$ cat src/rtl/warp_issue_queue.sv
// warp_issue_queue: in-order circular issue queue with a register scoreboard.
// One micro-op issues per cycle from the head to one of three unit classes
// (arith/logic/shift) once its source and destination registers are free.
// Optional feature macro: WARP_ISSUE_WB_BYPASS_EN -- when defined, a
// writeback in the current cycle unblocks a dependent head combinationally;
// when undefined, only the registered busy bits are consulted.
module warp_issue_queue #(
  parameter  int DEPTH = 8,
  parameter  int UOP_W = 64,
  parameter  int NREGS = 32,
  localparam int RW    = $clog2(NREGS),
  localparam int PW    = $clog2(DEPTH),
  localparam int CW    = PW + 1
) (
  input  logic             i_clk,
  input  logic             i_rst_n,
  input  logic             i_in_valid,
  output logic             o_in_ready,
  input  logic [UOP_W-1:0] i_in_uop,
  input  logic [1:0]       i_in_unit,
  input  logic [RW-1:0]    i_in_rd,
  input  logic [RW-1:0]    i_in_rs1,
  input  logic [RW-1:0]    i_in_rs2,
  input  logic             i_in_rd_en,
  output logic             o_arith_valid,
  output logic             o_logic_valid,
  output logic             o_shift_valid,
  input  logic             i_arith_ready,
  input  logic             i_logic_ready,
  input  logic             i_shift_ready,
  output logic [UOP_W-1:0] o_issue_uop,
  input  logic             i_wb_valid,
  input  logic [RW-1:0]    i_wb_rd,
  input  logic             i_flush,
  output logic [CW-1:0]    o_count
);

  localparam logic [1:0] UNIT_ARITH = 2'd0;
  localparam logic [1:0] UNIT_LOGIC = 2'd1;
  localparam logic [1:0] UNIT_SHIFT = 2'd2;
  localparam logic [1:0] UNIT_BAD   = 2'd3;

  // Entry storage (payload and decoded operand fields)
  logic [UOP_W-1:0] uop_mem_q   [DEPTH];
  logic [1:0]       unit_mem_q  [DEPTH];
  logic [RW-1:0]    rd_mem_q    [DEPTH];
  logic [RW-1:0]    rs1_mem_q   [DEPTH];
  logic [RW-1:0]    rs2_mem_q   [DEPTH];
  logic             rd_en_mem_q [DEPTH];

  logic [PW-1:0]    head_q, head_d;
  logic [PW-1:0]    tail_q, tail_d;
  logic [CW-1:0]    count_q, count_d;
  logic [NREGS-1:0] busy_q, busy_d;

  logic [NREGS-1:0] wb_hit;
  logic [NREGS-1:0] set_hit;
  logic [NREGS-1:0] busy_view;

  logic             not_empty;
  logic             hazard;
  logic             sel_ready;
  logic             enq;
  logic             issue;

  logic [1:0]       head_unit;
  logic [RW-1:0]    head_rd;
  logic [RW-1:0]    head_rs1;
  logic [RW-1:0]    head_rs2;
  logic             head_rd_en;

  assign head_unit  = unit_mem_q[head_q];
  assign head_rd    = rd_mem_q[head_q];
  assign head_rs1   = rs1_mem_q[head_q];
  assign head_rs2   = rs2_mem_q[head_q];
  assign head_rd_en = rd_en_mem_q[head_q];

  assign not_empty  = (count_q != '0);
  assign o_in_ready = (count_q < CW'(DEPTH));
  assign o_count    = count_q;

  // Per-register writeback-clear and issue-set strobes; register 0 is hardwired free.
  genvar gi;
  generate
    for (gi = 0; gi < NREGS; gi++) begin : g_busy
      if (gi == 0) begin : g_zero
        assign wb_hit[gi]  = 1'b0;
        assign set_hit[gi] = 1'b0;
      end else begin : g_reg
        assign wb_hit[gi]  = i_wb_valid && (i_wb_rd == RW'(gi));
        assign set_hit[gi] = issue && head_rd_en && (head_rd == RW'(gi));
      end
    end
  endgenerate

`ifdef WARP_ISSUE_WB_BYPASS_EN
  assign busy_view = busy_q & ~wb_hit;
`else
  assign busy_view = busy_q;
`endif

  // Issue-set takes priority over a same-cycle writeback clear.
  assign busy_d = (busy_q & ~wb_hit) | set_hit;

  assign hazard = busy_view[head_rs1] || busy_view[head_rs2] ||
                  (head_rd_en && busy_view[head_rd]);

  assign o_arith_valid = not_empty && !hazard && (head_unit == UNIT_ARITH);
  assign o_logic_valid = not_empty && !hazard && (head_unit == UNIT_LOGIC);
  assign o_shift_valid = not_empty && !hazard && (head_unit == UNIT_SHIFT);

  assign o_issue_uop = not_empty ? uop_mem_q[head_q] : '0;

  // Route the ready of whichever unit class the head targets.
  always_comb begin
    sel_ready = 1'b0;
    case (head_unit)
      UNIT_ARITH: sel_ready = i_arith_ready;
      UNIT_LOGIC: sel_ready = i_logic_ready;
      UNIT_SHIFT: sel_ready = i_shift_ready;
      default:    sel_ready = 1'b0;
    endcase
  end

  assign issue = not_empty && !hazard && sel_ready && !i_flush;
  assign enq   = i_in_valid && o_in_ready && (i_in_unit != UNIT_BAD) && !i_flush;

  // Pointer and occupancy next-state; flush returns everything to empty.
  always_comb begin
    head_d  = head_q;
    tail_d  = tail_q;
    count_d = count_q;
    if (i_flush) begin
      head_d  = '0;
      tail_d  = '0;
      count_d = '0;
    end else begin
      if (enq)   tail_d = tail_q + PW'(1);
      if (issue) head_d = head_q + PW'(1);
      case ({enq, issue})
        2'b10:   count_d = count_q + CW'(1);
        2'b01:   count_d = count_q - CW'(1);
        default: count_d = count_q;
      endcase
    end
  end

  // Control state: pointers, occupancy and scoreboard.
  always_ff @(posedge i_clk or negedge i_rst_n) begin
    if (!i_rst_n) begin
      head_q  <= '0;
      tail_q  <= '0;
      count_q <= '0;
      busy_q  <= '0;
    end else begin
      head_q  <= head_d;
      tail_q  <= tail_d;
      count_q <= count_d;
      busy_q  <= busy_d;
    end
  end

  // Entry write at the tail; contents need no reset since count gates visibility.
  always_ff @(posedge i_clk) begin
    if (enq) begin
      uop_mem_q[tail_q]   <= i_in_uop;
      unit_mem_q[tail_q]  <= i_in_unit;
      rd_mem_q[tail_q]    <= i_in_rd;
      rs1_mem_q[tail_q]   <= i_in_rs1;
      rs2_mem_q[tail_q]   <= i_in_rs2;
      rd_en_mem_q[tail_q] <= i_in_rd_en;
    end
  end

endmodule

$ cat config.mk
export PLATFORM = sky130hd
export DESIGN_NAME = warp_issue_queue
export DESIGN_NICKNAME = d
export VERILOG_FILES = /design/src/rtl/warp_issue_queue.sv
export SDC_FILE = /design/constraint.sdc
export NUM_CORES = 1
export LEC_CHECK = 0
export ABC_AREA = 1
export BUFFER_PORTS_ARGS = -buffer_cell sky130_fd_sc_hd__buf_2
export CORE_MARGIN = 3
export CORE_UTILIZATION = 49
export CTS_BUF_LIST = sky130_fd_sc_hd__clkbuf_8
export DETAILED_ROUTE_END_ITERATION = 6
export PLACE_DENSITY = 0.64
export SETUP_SLACK_MARGIN = 0.1
export SYNTH_ARGS = -nofsm -noshare
export SYNTH_HDL_FRONTEND = slang
export SYNTH_SLANG_ARGS = --single-unit
$ cat constraint.sdc
create_clock -name i_clk -period 6 [get_ports i_clk]
set_clock_uncertainty 0.1 [all_clocks]
set_input_delay 0.6 -clock i_clk [delete_from_list [all_inputs] [get_ports i_clk]]
set_output_delay 0.6 -clock i_clk [all_outputs]
set_load 0.1 [all_outputs]
==> results of run 1 <==
-- repair_timing --
item                                    4_1_cts  5_1_grt
endpoints found under the hold margin       258        0
hold buffers                                 34        0
setup buffers                                 0        0
endpoints found under the setup margin        0        0
-- area by class of cell --
class	count	area, µm²	area share [%]
Sequential cell	697	20700	63.2
Multi-Input combinational cell	1522	7360	22.4
Clock buffer	111	1530	4.66
Timing Repair Buffer	224	1440	4.39
Tap cell	765	957	2.92
Clock inverter	77	429	1.31
Inverter	88	345	1.05
Antenna cell	4	10.0	0.0305
-- critical path, cell delays in order (launching register included) --
cell and delay (ns):
dfrtp_4 0.87, buf_4 0.80, nand2_1 0.11, nand3_1 0.14, nand3_2 0.19, nand2_4 0.26
nand2_1 0.15, nor2_1 0.11, nor2_1 0.05, nand2_1 0.05, a21oi_1 0.05, nand2_1 0.09
nand2_1 0.09, nand2_1 0.10, nand2_2 0.10, nor2_8 0.14, inv_1 0.08, nor3_1 0.13
buf_2 0.45
-- registers in the layout (all words and copies together), names as in the netlist --
register     cells
o_count          4
rd_en_mem_q      8
tail_q           3
rs2_mem_q       40
uop_mem_q      512
rs1_mem_q       40
rd_mem_q        40
busy_q          31
unit_mem_q      16
head_q           3
-- worst max-delay path by stage --
| stage | to | slack, ns | from | depth (start not counted) |
|---|---|---|---|---|
| finish | o_arith_valid | 0.55 | head_q[0]$_DFFE_PN0P_ | 18 |
| floorplan | rd_en_mem_q[0]$_DFFE_PP_ | -0.13 | o_count[3]$_DFFE_PN0P_ | 5 |
| global route | o_shift_valid | 0.16 | head_q[0]$_DFFE_PN0P_ | 18 |
| detailed placement | o_count[3]$_DFFE_PN0P_ | 1.32 | head_q[0]$_DFFE_PN0P_ | 25 |
| CTS | o_arith_valid | 0.52 | head_q[0]$_DFFE_PN0P_ | 18 |
| global placement | o_arith_valid | 1.38 | head_q[0]$_DFFE_PN0P_ | 18 |
-- logic make-up (layout without fill, tap and decap cells) --
| family | Yosys count | in the layout | share of synthesized area [%] |
|---|---|---|---|
| other | 0 | 4 | 0 |
| AOI/OAI and AO/OA | 572 | 572 | 11.1 |
| DFF | 697 | 697 | 71.3 |
| and+or+nand+nor | 944 | 944 | 13.7 |
| adders and majority gates | 5 | 5 | 0.241 |
| xor gates and xnor gates | 1 | 1 | 0.0301 |
| buffers and inverters | 236 | 500 | 3.62 |
-- stage by stage --
| stage | power (mW) | setup TNS (ns) | cells |
|---|---|---|---|
| 2_1_floorplan | 5.91 | -84.28 | 2455 |
| 3_3_place_gp | 6.11 | 0 | 3262 |
| 3_5_place_dp | 6.12 | 0 | 3262 |
| 4_1_cts | 9.75 | 0 | 3484 |
| 5_1_grt | 10.0 | 0 | 3486 |
| 6_report | 9.67 | 0 | 3488 |
-- where the power goes --
| group | internal (mW) | switching (mW) | leakage [nW] | total (mW) |
|---|---|---|---|---|
| clock network | 1.81 | 1.82 | 1.14 | 3.63 |
| registers | 5.37 | 0.0160 | 6.48 | 5.39 |
| logic | 0.142 | 0.506 | 4.35 | 0.648 |
-- metal layers --
metal	wire length, µm	global-route usage [%]	vias to the layer above
met5	69	0	-
met4	1680	7.29	10
met3	4890	4.76	135
met2	35000	37.2	654
met1	32000	32.2	9767
li1	-	-	9200
-- cells in the final DEF, fill, tap and decap left out, types with 3 or more instances in the layout --
cell type | Yosys | layout
edfxtp_1 | 656 | 656
nor2_1 | 444 | 436
o21ai_0 | 364 | 364
nand2_1 | 302 | 302
buf_2 | 33 | 166
nand3_1 | 151 | 151
inv_1 | 74 | 113
clkbuf_8 | 0 | 111
o22ai_1 | 69 | 69
a31oi_1 | 65 | 65
dfrtp_1 | 41 | 39
dlygate4sd3_1 | 0 | 34
o21ai_2 | 31 | 31
clkinv_1 | 2 | 22
a21oi_1 | 19 | 19
buf_4 | 3 | 17
nand3_2 | 11 | 11
nand2_2 | 11 | 11
nor2_4 | 3 | 11
inv_2 | 12 | 10
a32o_1 | 10 | 10
o21ai_1 | 9 | 9
nand4_1 | 7 | 7
clkinv_2 | 0 | 7
buf_12 | 0 | 7
nand2_4 | 5 | 5
diode_2 | 0 | 4
ha_1 | 4 | 4
nand3_4 | 3 | 3
nor3_1 | 3 | 3
clkinv_8 | 0 | 3
==> reports/metrics.yaml, run 1 <==
dp_hpwl_mm: 38.4
whs_path_depth: 1
max_slew_margin_pct: 24.3
grt_overflow: 0
power.leakage_nw: 12.0
area_growth_pct: 12.8
drtIter0Drc: 1849
drive_gt1_share_pct: 15.1
dieArea_mm2: 0.0623
rows: 88
synthTopCellsByArea: "edfxtp_1 (68%), o21ai_0 (6.3%), nor2_1 (5.7%)"
cp_data_required_time_ns: 5.30
wire_per_inst_um: 21.1
dr.pass1.iters: 5
rrSetupSlack_ns: 1.25
tightest_slew_ns: 1.14
antenna_found_initial: 11
core_area_mm2: 0.0582
fin_crit_sh_pct: 90.9
ys_warn_count: 0
ys_async_sr_fraction_pct: 5.88
synth_nets: 2555
first_global_vias: 19500
cts.clk_slew.worst_paths_ns: 0.07
synth_edf_count: 656
min_to: "uop_mem_q[7][13]$_DFFE_PP_"
fillCellCount: 4776
place_area_mm2: 0.0305
r2r-start: "head_q[0]$_DFFE_PN0P_"
place.gp.congestion: 0.885
synth.avg_cell_area_um2: 11.8
worst_r2r_path_depth: 25
netlist_instances: 2455
cts_htree_levels: 3
grtUsageTotal_pct: 23.2
numCtsBuffers: 110
viasPerCell: 5.67
clk_path_buf_depth: 3
vdd_drop_max_uv: 196
die_height_um: 250
vias: 19800
cts-resized-gates: 0
hold_ws_ns: 0.0596
powerDensity_mw_per_mm2: 295
synth_top_area_share_pct: 67.8
ys_ff_latch: 697
crit_fanout: 82
cts_tree: "built"
synth_most_common_cell: "edfxtp_1"
drc_errors: 0
report.final.slew_viol_count: 0
status: "finished, final reports clean"
grt_setup_unrepaired: "false"
syn-cell-area_mm2: 0.0291
fin_crit_ns: 5.45
holdCritPathClass: "input port to flop"
clockRootBuffer: "clkbuf_8"
place.port_buffers: 166
maxCapViolations: 0
pin_count: 167
grt_pass1_wl_mm: 113
grt_max_degree: 166
synthTopCellsByCount: "edfxtp_1 (656), nor2_1 (444), o21ai_0 (364)"
hold_viol: 0
finalSetupViolations: 0
critPathArrivalTime_ns: 4.75
synth.largest_area_cell: "edfxtp_1"
fin_area_mm2: 0.0328
drt.antenna.violating_nets: 0
floorplan.initialDensity_pct: 49.9
start_kind: "flop"
crit-reg2reg-capture: "o_count[3]$_DFFE_PN0P_"
worstSetupPathType: "flop to primary output"
end_kind: "primary output"
timing.fmax_mhz: 183
synth_cell_types: 37
cts.sinks: 697
wirelength_mm: 73.6
hold_start: "i_in_uop[13]"
nNetsFinal: 2743
fin_ws_ns: 0.549
dp_slack_ns: 1.32
fin_util_pct: 56.3
die_w_um: 250
synth_seq_area_share_pct: 71.3
ys.flop_type: "edfxtp_1"
clkLatencyLatePin_ns: 0.73
(Power assumes the default switching activity.)
==> run 2: changes to the inputs <==
--- a/config.mk
+++ b/config.mk
@@ -5,8 +5,8 @@
 export SDC_FILE = /design/constraint.sdc
 export NUM_CORES = 1
 export LEC_CHECK = 0
-export ABC_AREA = 1
 export BUFFER_PORTS_ARGS = -buffer_cell sky130_fd_sc_hd__buf_2
+export CORE_ASPECT_RATIO = 0.9
 export CORE_MARGIN = 3
 export CORE_UTILIZATION = 49
 export CTS_BUF_LIST = sky130_fd_sc_hd__clkbuf_8
==> run 2 against run 1 <==
  * Largest power group unchanged
  * Cell count is 26% lower
  * Synthesized area is 2.9% lower
  * Global-route usage is 2.3 points lower
  * Sequential power is 1% higher
  * Fmax is 3.6% higher
==> reports/metrics.yaml, run 2 <==
max_slew_margin_pct: 28.7
fin_area_mm2: 0.0319
synth_cell_types: 66
grt_pass1_wl_mm: 94.3
p_sw_mw: 3.19
cts.sinks: 697
pin_count: 167
area_growth_pct: 13.0
end_kind: "primary output"
antenna_found_initial: 9
synth.avg_cell_area_um2: 18.7
hold_viol: 0
critPathArrivalTime_ns: 4.56
cts_htree_levels: 3
cts.clk_slew.worst_paths_ns: 0.06
whs_path_depth: 1
start_kind: "flop"
synth_top_family_by_area: "multiplexers"
synth_nets: 1606
numCtsBuffers: 110
largest_register_ffs: 512
layout.cells.most_common: "edfxtp_1"
synth_xor_xnor_area_share_pct: 0.186
power.leakage_nw: 10.7
rows: 82
finalSetupViolations: 0
wirelength_mm: 62.1
worst_r2r_path_depth: 14
holdCritPathClass: "input port to flop"
fin_crit_ns: 5.26
wire_per_inst_um: 24.2
fillCellCount: 4340
power_frac_clock_pct: 32.3
crit_fanout: 39
dr.pass1.iters: 7
drt.antenna.violating_nets: 0
cp_top_family: "multiplexers"
power_mw: 10.8
fin_ws_ns: 0.738
path_buf_inv: 1
place.gp.congestion: 0.845
maxCapViolations: 0
die_w_um: 259
ys_async_sr_fraction_pct: 5.88
cp_num_cells: 9
crit_path_top_delay_cell: "dfrtp_4"
grt_max_degree: 83
report.final.slew_viol_count: 0
floorplan.initialDensity_pct: 50.1
fin_crit_sh_pct: 87.7
netlist_instances: 1506
first_global_vias: 15200
synth_edf_count: 656
synthTopCellsByArea: "edfxtp_1 (70%), mux4_2 (13%), dfrtp_1 (3.6%)"
cpMostUsedCell: "mux4_2"
ys_warn_count: 0
viasPerCell: 5.78
synth_seq_area_share_pct: 73.4
power_frac_comb_pct: 16.9
die_height_um: 234
synthAdderAreaFrac_pct: 0.248
dp_slack_ns: 1.11
synth_most_common_cell: "edfxtp_1"
vdd_drop_max_uv: 211
ys.flop_type: "edfxtp_1"
max_stage_delay_ns: 0.88
dp_hpwl_mm: 33.7
post_cts_buffers: 0
grtUsageTotal_pct: 20.9
clockRootBuffer: "clkbuf_8"
drive_gt1_share_pct: 29.1
place_area_mm2: 0.0300
clk_path_buf_depth: 3
vias: 14800
synthSimpleGateAreaFrac_pct: 4.49
worstPathCellList: "mux4_2, mux2i_4, mux4_2, mux2i_1, nor2_1, and4b_1, o2111ai_1, nor3_1, buf_2"
core_area_mm2: 0.0563
synthMuxAreaShare_pct: 16.0
clkLatencyLatePin_ns: 0.70
rrSetupSlack_ns: 1.10
synth_top_area_share_pct: 69.8
grt_setup_unrepaired: "false"
cts_tree: "built"
seq_power_share_pct: 50.9
drtIter0Drc: 1228
cts-resized-gates: 0
synth_compound_area_share_pct: 4.02
synthTopCellsByCount: "edfxtp_1 (656), mux4_2 (165), nand2_1 (162)"
nNetsFinal: 1833
powerDensity_mw_per_mm2: 337
tightest_slew_ns: 1.07
dieArea_mm2: 0.0605
layout_common_cells: "edfxtp_1 (656), buf_2 (166), mux4_2 (165)"
largest_register: "uop_mem_q"
synth.largest_area_cell: "edfxtp_1"
place.port_buffers: 166
timing.fmax_mhz: 190
drc_errors: 0
p_int_mw: 7.56
status: "finished, final reports clean"
worstSetupPathType: "flop to primary output"
cp_data_required_time_ns: 5.30
ys_ff_latch: 697
grt_overflow: 0
switching_share_pct: 29.6
syn-cell-area_mm2: 0.0282
## run 2: cell count changes in the layout (fill, tap and decap cells not counted), sizes merged, moves of 67 or more
| cell | previous run | this run |
|---|---|---|
| nor2 | 450 | 29 |
| o21ai | 404 | 74 |
| mux4 | 0 | 165 |
| nand2 | 318 | 163 |
| nand3 | 165 | 19 |
| inv | 129 | 62 |
| o22ai | 69 | 2 |
## run 2: power by group through the flow
stage,clock network (mW),logic (mW),registers [mW]
floorplan,0,1.42,5.56
global placement,0,1.82,5.56
detailed placement,0,1.83,5.57
CTS,3.58,1.83,5.47
global route,3.79,1.91,5.47
finish,3.47,1.81,5.47
## run 2: worst reg2reg max path, stage by stage (launching register included)
cell and delay (ns):
dfrtp_4 0.88, mux4_2 0.66, mux2i_4 0.27, mux4_2 0.55
mux2i_1 0.15, nor2_1 0.05, and4b_1 0.28, o2111a_4 0.30
nand2_4 0.10, nor3_1 0.39, ha_1 0.32, a21o_1 0.18
a21oi_1 0.18, o21ai_0 0.10, a221oi_1 0.29
## run 2: area by class of cell
cell class | instances | area, µm² | share of cell area (%)
inverters | 15 | 58.8 | 0.184
clock buffers | 112 | 1540 | 4.83
flip-flops and latches | 697 | 20700 | 65.0
clock inverters | 75 | 340 | 1.07
well taps | 756 | 946 | 2.97
multi-input cells | 715 | 7130 | 22.3
diodes | 4 | 10.0 | 0.0314
repair buffers | 194 | 1140 | 3.58
## run 2: kinds of logic (layout without fill, tap and decap cells)
| logic type | Yosys count | count (layout) |
|---|---|---|
| multiplexers | 241 | 241 |
| flip-flops | 697 | 697 |
| buffers and inverters | 94 | 396 |
| other | 0 | 4 |
| AND/OR/NAND/NOR | 276 | 276 |
| adder cells (fa/ha/maj) | 5 | 5 |
| AO/OA/AOI/OAI | 187 | 187 |
| XOR/XNOR | 6 | 6 |
## run 2: worst paths after layout
kind | startpoint | end
worst max-delay path | head_q[0]$_DFFE_PN0P_ | o_logic_valid
worst min-delay path | i_in_uop[8] | uop_mem_q[1][8]$_DFFE_PP_
worst max register to register | head_q[0]$_DFFE_PN0P_ | o_count[3]$_DFFE_PN0P_
worst min register to register | busy_q[21]$_DFF_PN0_ | busy_q[21]$_DFF_PN0_
max in group asynchronous | i_rst_n | head_q[1]$_DFFE_PN0P_
min in group asynchronous | i_rst_n | o_count[0]$_DFFE_PN0P_
## run 2: layer usage
metal  vias up  global-route usage, %  share of wire [%]
met4        10                   5.83                2.0
met2       496                   32.8                 48
met1      7682                   29.2                 43
met5         -                      0               0.11
met3       111                   5.71                7.2
li1       6546                      -                  -
## run 2: timing repair
| action | in CTS | in global routing |
|---|---|---|
| hold buffers | 6 | 0 |
| setup endpoints to repair | 0 | 0 |
| hold endpoints to repair | 77 | 0 |
## run 2: stage by stage
| step | hold WS (ns) | instances | util (%) | TNS [ns] |
|---|---|---|---|---|
| floorplan | 0.204 | 1506 | - | -39.43 |
| global placement | 0.494 | 2371 | 53.2 | 0 |
| detailed placement | 0.496 | 2371 | 53.2 | 0 |
| CTS | 0.000262 | 2564 | 56.6 | 0 |
| global route | 0.0152 | 2565 | 56.6 | 0 |
| finish | 0.0689 | 2568 | 56.6 | 0 |
==> run 3: changes to the inputs <==
--- a/config.mk
+++ b/config.mk
@@ -5,13 +5,14 @@
 export SDC_FILE = /design/constraint.sdc
 export NUM_CORES = 1
 export LEC_CHECK = 0
+export ABC_AREA = 1
 export BUFFER_PORTS_ARGS = -buffer_cell sky130_fd_sc_hd__buf_2
 export CORE_ASPECT_RATIO = 0.9
 export CORE_MARGIN = 3
 export CORE_UTILIZATION = 49
 export CTS_BUF_LIST = sky130_fd_sc_hd__clkbuf_8
 export DETAILED_ROUTE_END_ITERATION = 6
-export PLACE_DENSITY = 0.64
+export PLACE_DENSITY = 0.66
 export SETUP_SLACK_MARGIN = 0.1
 export SYNTH_ARGS = -nofsm -noshare
 export SYNTH_HDL_FRONTEND = slang
==> run 3 against run 2 <==
  * Hold slack got worse by 0.0050 ns
  * Critical endpoint is now o_shift_valid
  * Register-to-register slack gained 0.44 ns
  * Largest cell class unchanged
  * Via count increased by 32%
==> reports/metrics.yaml, run 3 (synthesis results as in run 1) <==
status: "finished, final reports clean"
grt_overflow: 0
drt.antenna.violating_nets: 0
cp_data_required_time_ns: 5.30
clkLatencyLatePin_ns: 0.70
wire_per_inst_um: 20.9
powerDensity_mw_per_mm2: 300
area_growth_pct: 12.3
max_slew_margin_pct: 33.8
power_mw: 9.81
crit_path_top_delay_cell: "dfrtp_4"
layout.cells.most_common: "edfxtp_1"
grt_pass1_wl_mm: 111
whs_path_depth: 1
place.port_buffers: 166
antenna_found_initial: 14
end_kind: "primary output"
top_layer: "met5"
hold_ws_ns: 0.0639
fin_area_mm2: 0.0327
pin_count: 167
cpMostUsedCell: "nand2_1"
place_area_mm2: 0.0305
dp_slack_ns: 1.58
grtUsageTotal_pct: 22.9
fin_crit_sh_pct: 86.0
power.leakage_nw: 11.9
place.gp.congestion: 0.915
fin_ws_ns: 0.840
grt_setup_unrepaired: "false"
p_int_mw: 7.43
worstPathCellList: "buf_12, nand2_1, nand3_1, nand3_2, nand2_4, nand2_1, nor2_1, nor2_1, nand2_1, a21oi_1, nand2_1, nand2_1, nand2_1, nand2_2, nor2_8, inv_1, nor3_1, buf_2"
largest_register_ffs: 512
vdd_drop_max_uv: 247
start_kind: "flop"
layout_common_cells: "edfxtp_1 (656), nor2_1 (436), o21ai_0 (364)"
core_area_mm2: 0.0585
cts.clk_slew.worst_paths_ns: 0.06
dieArea_mm2: 0.0623
holdCritPathClass: "input port to flop"
worstSetupPathType: "flop to primary output"
drc_errors: 0
die_w_um: 263
power_frac_comb_pct: 6.4
drtIter0Drc: 1762
nNetsFinal: 2716
worst_r2r_path_depth: 25
seq_power_share_pct: 54.9
wirelength_mm: 72.7
wl_met2_mm: 34.7
vias: 19600
cts.sinks: 697
die_height_um: 237
finalSetupViolations: 0
wl_met3_mm: 5.10
timing.fmax_mhz: 194
clk_path_buf_depth: 3
dr.pass1.iters: 6
dp_hpwl_mm: 39.3
fillCellCount: 4869
numCtsBuffers: 110
largest_register: "uop_mem_q"
clockRootBuffer: "clkbuf_8"
met1_length_mm: 30.8
power_frac_clock_pct: 38.6
post_cts_buffers: 0
floorplan.initialDensity_pct: 49.7
fin_crit_ns: 5.16
tightest_slew_ns: 0.993
viasPerCell: 5.63
switching_share_pct: 24.2
p_sw_mw: 2.37
drive_gt1_share_pct: 15.9
multi_input_area_mm2: 0.00736
regArea_mm2: 0.0207
crit_fanout: 154
cts_htree_levels: 3
first_global_vias: 19000
critPathArrivalTime_ns: 4.46
max_stage_delay_ns: 0.72
maxCapViolations: 0
report.final.slew_viol_count: 0
grt_max_degree: 155
rows: 84
hold_viol: 0
cts_tree: "built"
run 3: stage by stage:
stage | TNS [ns] | util, % | std cells
floorplan | -84.28 | - | 2455
global route | 0 | 55.8 | 3480
finish | 0 | 55.8 | 3483
global placement | 0 | 52.2 | 3273
CTS | 0 | 55.8 | 3478
detailed placement | 0 | 52.2 | 3273
run 3: final cells by class:
| class | count | area share (%) |
|---|---|---|
| multi-input combinational | 1522 | 22.5 |
| sequential | 697 | 63.5 |
| inverter | 88 | 1.06 |
| clock buffer | 113 | 4.76 |
| clock inverter | 87 | 1.56 |
| tap | 774 | 2.97 |
| timing repair buffer | 197 | 3.60 |
| antenna | 5 | 0.0383 |
run 3: per-layer routing:
metal / track usage [%] / vias up
li1: - / 9164
met1: 30.9 / 9611
met2: 36.9 / 667
met3: 5.49 / 144
met4: 7.59 / 18
met5: 0 / -
run 3: what timing repair did:
action	4_1_cts	5_1_grt
endpoints found under the hold margin	63	0
hold buffers	5	0
resized for setup	0	0
run 3: power by group through the flow:
| stage | Sequential (mW) | Clock, mW | Combinational [mW] |
|---|---|---|---|
| global route | 5.39 | 4.09 | 0.685 |
| finish | 5.39 | 3.79 | 0.632 |
| detailed placement | 5.49 | 0 | 0.629 |
| floorplan | 5.50 | 0 | 0.416 |
| global placement | 5.49 | 0 | 0.617 |
| CTS | 5.39 | 3.87 | 0.633 |
run 3: worst max-delay path: cells and delay by family, from the launching register on:
family | cells | cell delay (ns)
buffers and inverters | 3 | 1.13
flip-flops | 1 | 0.72
AO/OA/AOI/OAI | 1 | 0.05
AND/OR/NAND/NOR | 14 | 1.77
run 3: final timing paths:
check,slack (ns),from,end
max in group asynchronous,4.52,i_rst_n,head_q[1]$_DFFE_PN0P_
min in group asynchronous,0.53,i_rst_n,busy_q[26]$_DFF_PN0_
setup / recovery,0.84,head_q[0]$_DFFE_PN0P_,o_shift_valid
hold / removal,0.06,i_in_uop[45],uop_mem_q[4][45]$_DFFE_PP_
setup reg to reg,1.54,head_q[0]$_DFFE_PN0P_,o_count[3]$_DFFE_PN0P_
hold reg to reg,0.39,busy_q[16]$_DFF_PN0_,busy_q[16]$_DFF_PN0_
